<file path="src/rtl/lc3b_mem_stage.sv">
// LC-3b MEM stage: sequences data-memory accesses (incl. LDI/STI indirection), registers MEM_WB.
// Control bundle bit 0 = mem_read_d, bit 1 = mem_write, bit 2 = isI.
module lc3b_mem_stage #(
  parameter int unsigned WORD_ALIGN = 1
) (
  input  logic        clk,
  input  logic        rst_n,
  input  logic        ex_mem_valid,
  input  logic [88:0] ex_mem,
  input  logic        flush,
  output logic [15:0] dmem_addr,
  output logic        dmem_read,
  output logic        dmem_write,
  output logic [15:0] dmem_wdata,
  output logic [1:0]  dmem_byte_enable,
  input  logic [15:0] dmem_rdata,
  input  logic        dmem_resp,
  output logic [88:0] mem_wb,
  output logic        mem_wb_valid,
  output logic        stall
);

  localparam int unsigned CtrlMemRead  = 0;
  localparam int unsigned CtrlMemWrite = 1;
  localparam int unsigned CtrlIsI      = 2;

  typedef enum logic [1:0] {StIdle, StAccess, StPtr, StAccess2} state_e;

  state_e      state_q, state_d;
  logic [15:0] ptr_q, ptr_d;
  logic        gap_q, gap_d;
  logic        flushed_q, flushed_d;
  logic [88:0] mem_wb_q, mem_wb_d;
  logic        mem_wb_valid_q, mem_wb_valid_d;

  logic [24:0] ctrl;
  logic [15:0] pc, alu, srcb, intr;
  logic        rd_op, wr_op, ind_op, byte_op, mem_op, kill;
  logic        strobe_rd, strobe_wr, use_ptr, stall_c, load;
  logic [15:0] base_addr, rd_sel, mem_data;

  assign ctrl    = ex_mem[88:64];
  assign pc      = ex_mem[63:48];
  assign alu     = ex_mem[47:32];
  assign srcb    = ex_mem[31:16];
  assign intr    = ex_mem[15:0];
  assign rd_op   = ctrl[CtrlMemRead];
  assign wr_op   = ctrl[CtrlMemWrite];
  assign ind_op  = ctrl[CtrlIsI];
  assign byte_op = (intr[15:12] == 4'b0010) || (intr[15:12] == 4'b0011);
  assign mem_op  = rd_op | wr_op;
  assign kill    = flush | flushed_q;

  always_comb begin
    state_d   = state_q;
    ptr_d     = ptr_q;
    gap_d     = 1'b0;
    strobe_rd = 1'b0;
    strobe_wr = 1'b0;
    use_ptr   = 1'b0;
    stall_c   = 1'b0;
    load      = 1'b0;
    mem_wb_valid_d = 1'b0;
    unique case (state_q)
      StIdle: begin
        if (ex_mem_valid && mem_op && !flush) begin
          // The first access of an indirect op is always the pointer read.
          strobe_rd = rd_op | ind_op;
          strobe_wr = ~(rd_op | ind_op);
          stall_c   = 1'b1;
          state_d   = ind_op ? StPtr : StAccess;
        end else begin
          load           = 1'b1;
          mem_wb_valid_d = ex_mem_valid && !flush && !mem_op;
        end
      end
      StAccess: begin
        strobe_rd = rd_op;
        strobe_wr = ~rd_op;
        stall_c   = ~dmem_resp;
        if (dmem_resp) begin
          load           = 1'b1;
          mem_wb_valid_d = ~kill;
          state_d        = StIdle;
        end
      end
      StPtr: begin
        strobe_rd = 1'b1;
        stall_c   = ~(dmem_resp && kill);
        if (dmem_resp) begin
          ptr_d   = dmem_rdata;
          state_d = kill ? StIdle : StAccess2;
          gap_d   = ~kill;
        end
      end
      StAccess2: begin
        use_ptr = 1'b1;
        if (gap_q) begin
          // Strobe-free turnaround cycle; a flush here cancels the second access.
          stall_c = ~kill;
          if (kill) state_d = StIdle;
        end else begin
          strobe_rd = rd_op;
          strobe_wr = ~rd_op;
          stall_c   = ~dmem_resp;
          if (dmem_resp) begin
            load           = 1'b1;
            mem_wb_valid_d = ~kill;
            state_d        = StIdle;
          end
        end
      end
      default: state_d = StIdle;
    endcase
    flushed_d = (state_q != StIdle) && (state_d != StIdle) && kill;
  end

  always_comb begin
    base_addr = use_ptr ? ptr_q : alu;
    dmem_addr = base_addr;
    if (WORD_ALIGN != 0 && !byte_op) dmem_addr[0] = 1'b0;
    dmem_wdata       = byte_op ? {srcb[7:0], srcb[7:0]} : srcb;
    dmem_byte_enable = byte_op ? (dmem_addr[0] ? 2'b10 : 2'b01) : 2'b11;
    rd_sel   = byte_op ? {8'h00, (dmem_addr[0] ? dmem_rdata[15:8] : dmem_rdata[7:0])}
                       : dmem_rdata;
    mem_data = (state_q != StIdle && rd_op) ? rd_sel : 16'h0000;
    mem_wb_d = load ? {ctrl, mem_data, pc, alu, intr} : mem_wb_q;
  end

  // Gated by reset so the strobes and stall drop without waiting for a clock.
  assign dmem_read    = strobe_rd & rst_n;
  assign dmem_write   = strobe_wr & rst_n;
  assign stall        = stall_c & rst_n;
  assign mem_wb       = mem_wb_q;
  assign mem_wb_valid = mem_wb_valid_q;

  always_ff @(posedge clk or negedge rst_n) begin
    if (!rst_n) begin
      state_q        <= StIdle;
      ptr_q          <= 16'h0000;
      gap_q          <= 1'b0;
      flushed_q      <= 1'b0;
      mem_wb_q       <= '0;
      mem_wb_valid_q <= 1'b0;
    end else begin
      state_q        <= state_d;
      ptr_q          <= ptr_d;
      gap_q          <= gap_d;
      flushed_q      <= flushed_d;
      mem_wb_q       <= mem_wb_d;
      mem_wb_valid_q <= mem_wb_valid_d;
    end
  end

endmodule

</file>
<file path="config.mk">
export PLATFORM = sky130hd
export DESIGN_NAME = lc3b_mem_stage
export DESIGN_NICKNAME = d
export VERILOG_FILES = /design/src/rtl/lc3b_mem_stage.sv
export SDC_FILE = /design/constraint.sdc
export NUM_CORES = 1
export LEC_CHECK = 0
export ABC_CLOCK_PERIOD_IN_PS = 2400
export BUFFER_PORTS_ARGS = -buffer_cell sky130_fd_sc_hd__buf_4
export CORE_UTILIZATION = 30
export DETAILED_ROUTE_END_ITERATION = 10
export HOLD_SLACK_MARGIN = 0.03
export PLACE_DENSITY_LB_ADDON = 0.1
export SKIP_LAST_GASP = 1
export SYNTH_ARGS = -nofsm -noshare
export SYNTH_HDL_FRONTEND = slang
export SYNTH_SLANG_ARGS = --single-unit
</file>
<file path="constraint.sdc">
create_clock -name clk -period 2.4 [get_ports clk]
set_clock_uncertainty 0.15 [all_clocks]
set_input_delay 0.12 -clock clk [delete_from_list [all_inputs] [get_ports clk]]
set_output_delay 0.12 -clock clk [all_outputs]
set_load 0.02 [all_outputs]
</file>
==> run metrics <==
status=finished, final reports clean; CP Max Fanout=16; Sw Ratio=0.331; share of power burned in combinational logic=0.412; Die X=130 um; total grt overflow=0; relative slew slack=0.518; mux share of post-synthesis cell area=0.311; Synth cell types=37; asr flop ratio synth=1.00; Port Buffers=236; Ys Warns=0; PnR worst setup slack=0.234 ns; Post-Syn Nets=428; final instance area=8150 um2; clock group share of total power=0.200; chip height=130 um; Final period util=0.902; Avg Inst Size Synth=15.6 um2; drt pass-1 iters=4; #FFs+latches synth=110; final net count=761; Post-Syn Area=4950 um2; Leak Pwr=4.01 nW; final setup fails=0; Yosys top cell by area=dfrtp_1; Synth Area in Compound Gates=0.0564; CTS H-Tree Depth=3; worst-margin pin slew=0.723 ns; most common cell after layout, fill and taps aside=buf_4; Setup CP Type=register to output pin; Total GRT Usage=0.160; Ports=237; Syn Inst Count=318; pre-CTS WS=0.250 ns; internal power=4.63 mW; largest net degree at the start of global routing=57; DP HPWL=9550 um; initial cell density of the core=0.309; Synth area leaders=dfrtp_1 (56%), mux2_4 (15%), mux2_2 (14%); Peak Freq=462 MHz; simple-gate share of the synthesized area=0.0334; first-pass GRT wire length=20600 um; Reg clk slew, reported paths=0.07 ns; CTS resizes=0; VDD IR max=0.000425 V; final hold violations=0; Via density=4.47; DR vias=3901; Synth top area share=0.557; Hold Path Class=input pin to output pin; area grow syn2layout=64.8%; Post-Synth XOR/XNOR Area=0; Post-synth EDFFs=0; commonest non-fill, non-tap cells in the layout=buf_4 (250), dfrtp_1 (110), dlygate4sd3_1 (95); crit path DAT=1.90 ns; Post-Route Setup TNS=0 ns; Max Cap Violations=0; Final Routed Wirelength=13900 um; Critical Path RT=2.13 ns; Slew Limit Fails=0; # clock sinks=110; CP Capture Type=output pin; Sequential Power Share=0.388; total power=6.92 mW; pwr dens=849 nW/um2; sequential-to-total area share from yosys stat=0.557; CTS tree=yes; Sw Pwr=2.29 mW; CTS max path bufs=2; CP Launch Type=register; ys flop type=dfrtp_1; vias in the first global route=3952; RSZ-0062 raised after global routing=false; DRC viols=0; fillcell total=1418; RePlAce Congestion=0.744; Die Footprint=17000 um2; Placement Cell Area=6870 um2; antenna cell count=0; Antenna Nets Post-Route=0; antenna violations before repair=0; Adder-Cell Fraction of Synth Area=0; initial DRC count=70; crit path time final=2.17 ns; largest family of logic cells by synthesized area=multiplexers; Root Buffer=clkbuf_16; worst skew pair latency=0.35 ns; Num CTS Buffers=9; DR WL/cell=16.0 um; layout cells sized above 1=0.598; Core Box Area=16000 um2; Site Rows=46
Yosys cell counts, types with 2 or more instances:
master and instances:
a21oi_1 4, nand2b_1 2, buf_6 7, buf_4 13, nor2_1 8, mux2i_1 8, a22o_1 8, mux2_4 50
mux2_2 63, nor2_2 2, nand2_1 6, inv_1 2, o2bb2ai_1 8, buf_2 5, dfrtp_1 110
worst paths after layout:
check / from / end / slack [ns] / cells after the start
setup / recovery: state_q[0] / dmem_addr[12] / 0.23 / 4
setup reg to reg: state_q[1] / mem_wb[17] / 0.27 / 5
hold reg to reg: mem_wb[49] / mem_wb[49] / 0.35 / 1
max in group asynchronous: rst_n / mem_wb[64] / 1.01 / 3
hold / removal: ex_mem[20] / dmem_wdata[4] / 0.30 / 2
min in group asynchronous: rst_n / state_q[1] / 0.34 / 3
final cells by class:
type / instances / area (um2) / share of cell area
timing repair buffer: 347 / 2870 / 0.352
sequential: 110 / 2750 / 0.338
multi-input combinational: 181 / 1980 / 0.243
tap: 216 / 270 / 0.0332
clock buffer: 10 / 229 / 0.0281
clock inverter: 6 / 38.8 / 0.00476
inverter: 2 / 7.51 / 0.000921
layer usage:
layer | up-vias | global-route usage | share of wire
met5 | - | 0 | 0
met4 | 0 | 0.0412 | 0.0083
met3 | 9 | 0.0631 | 0.099
met2 | 186 | 0.268 | 0.47
met1 | 1892 | 0.193 | 0.43
li1 | 1814 | - | -
what timing repair did:
item	4_1_cts	5_1_grt
hold endpoints to repair	220	0
hold buffers	95	0
setup buffers	0	6
endpoints found under the setup margin	0	38
power groups by stage:
stage	clock, mW	sequential [mW]	combinational [mW]
2_1_floorplan	0	3.12	1.21
5_1_grt	1.51	2.76	3.04
3_3_place_gp	0	2.71	2.66
4_1_cts	1.45	2.69	2.83
3_5_place_dp	0	2.72	2.69
6_report	1.39	2.68	2.85
sequential cells by signal, indices dropped and copies added, names as in the netlist:
name / count
state_q: 2
mem_wb_valid: 1
mem_wb: 89
ptr_q: 16
flushed_q: 1
gap_q: 1
kinds of logic after synthesis:
group | Yosys count
buffers and inverters | 27
and+or+nand+nor | 28
DFF | 110
AOI/OAI and AO/OA | 32
muxes | 121
metrics by stage:
stage / util / std cells / hold WS (ns)
finish: 0.509 / 872 / 0.297
global route: 0.509 / 872 / 0.301
CTS: 0.506 / 866 / 0.298
detailed placement: 0.430 / 755 / -0.175
global placement: 0.430 / 755 / -0.177
floorplan: - / 318 / -0.326
worst max-delay path, stage by stage (launching register included):
cell	delay, ns
dfrtp_1	0.41
buf_4	0.21
nand2_2	0.35
mux2_2	0.41
buf_4	0.16
Power figures use the tool's default switching activity.
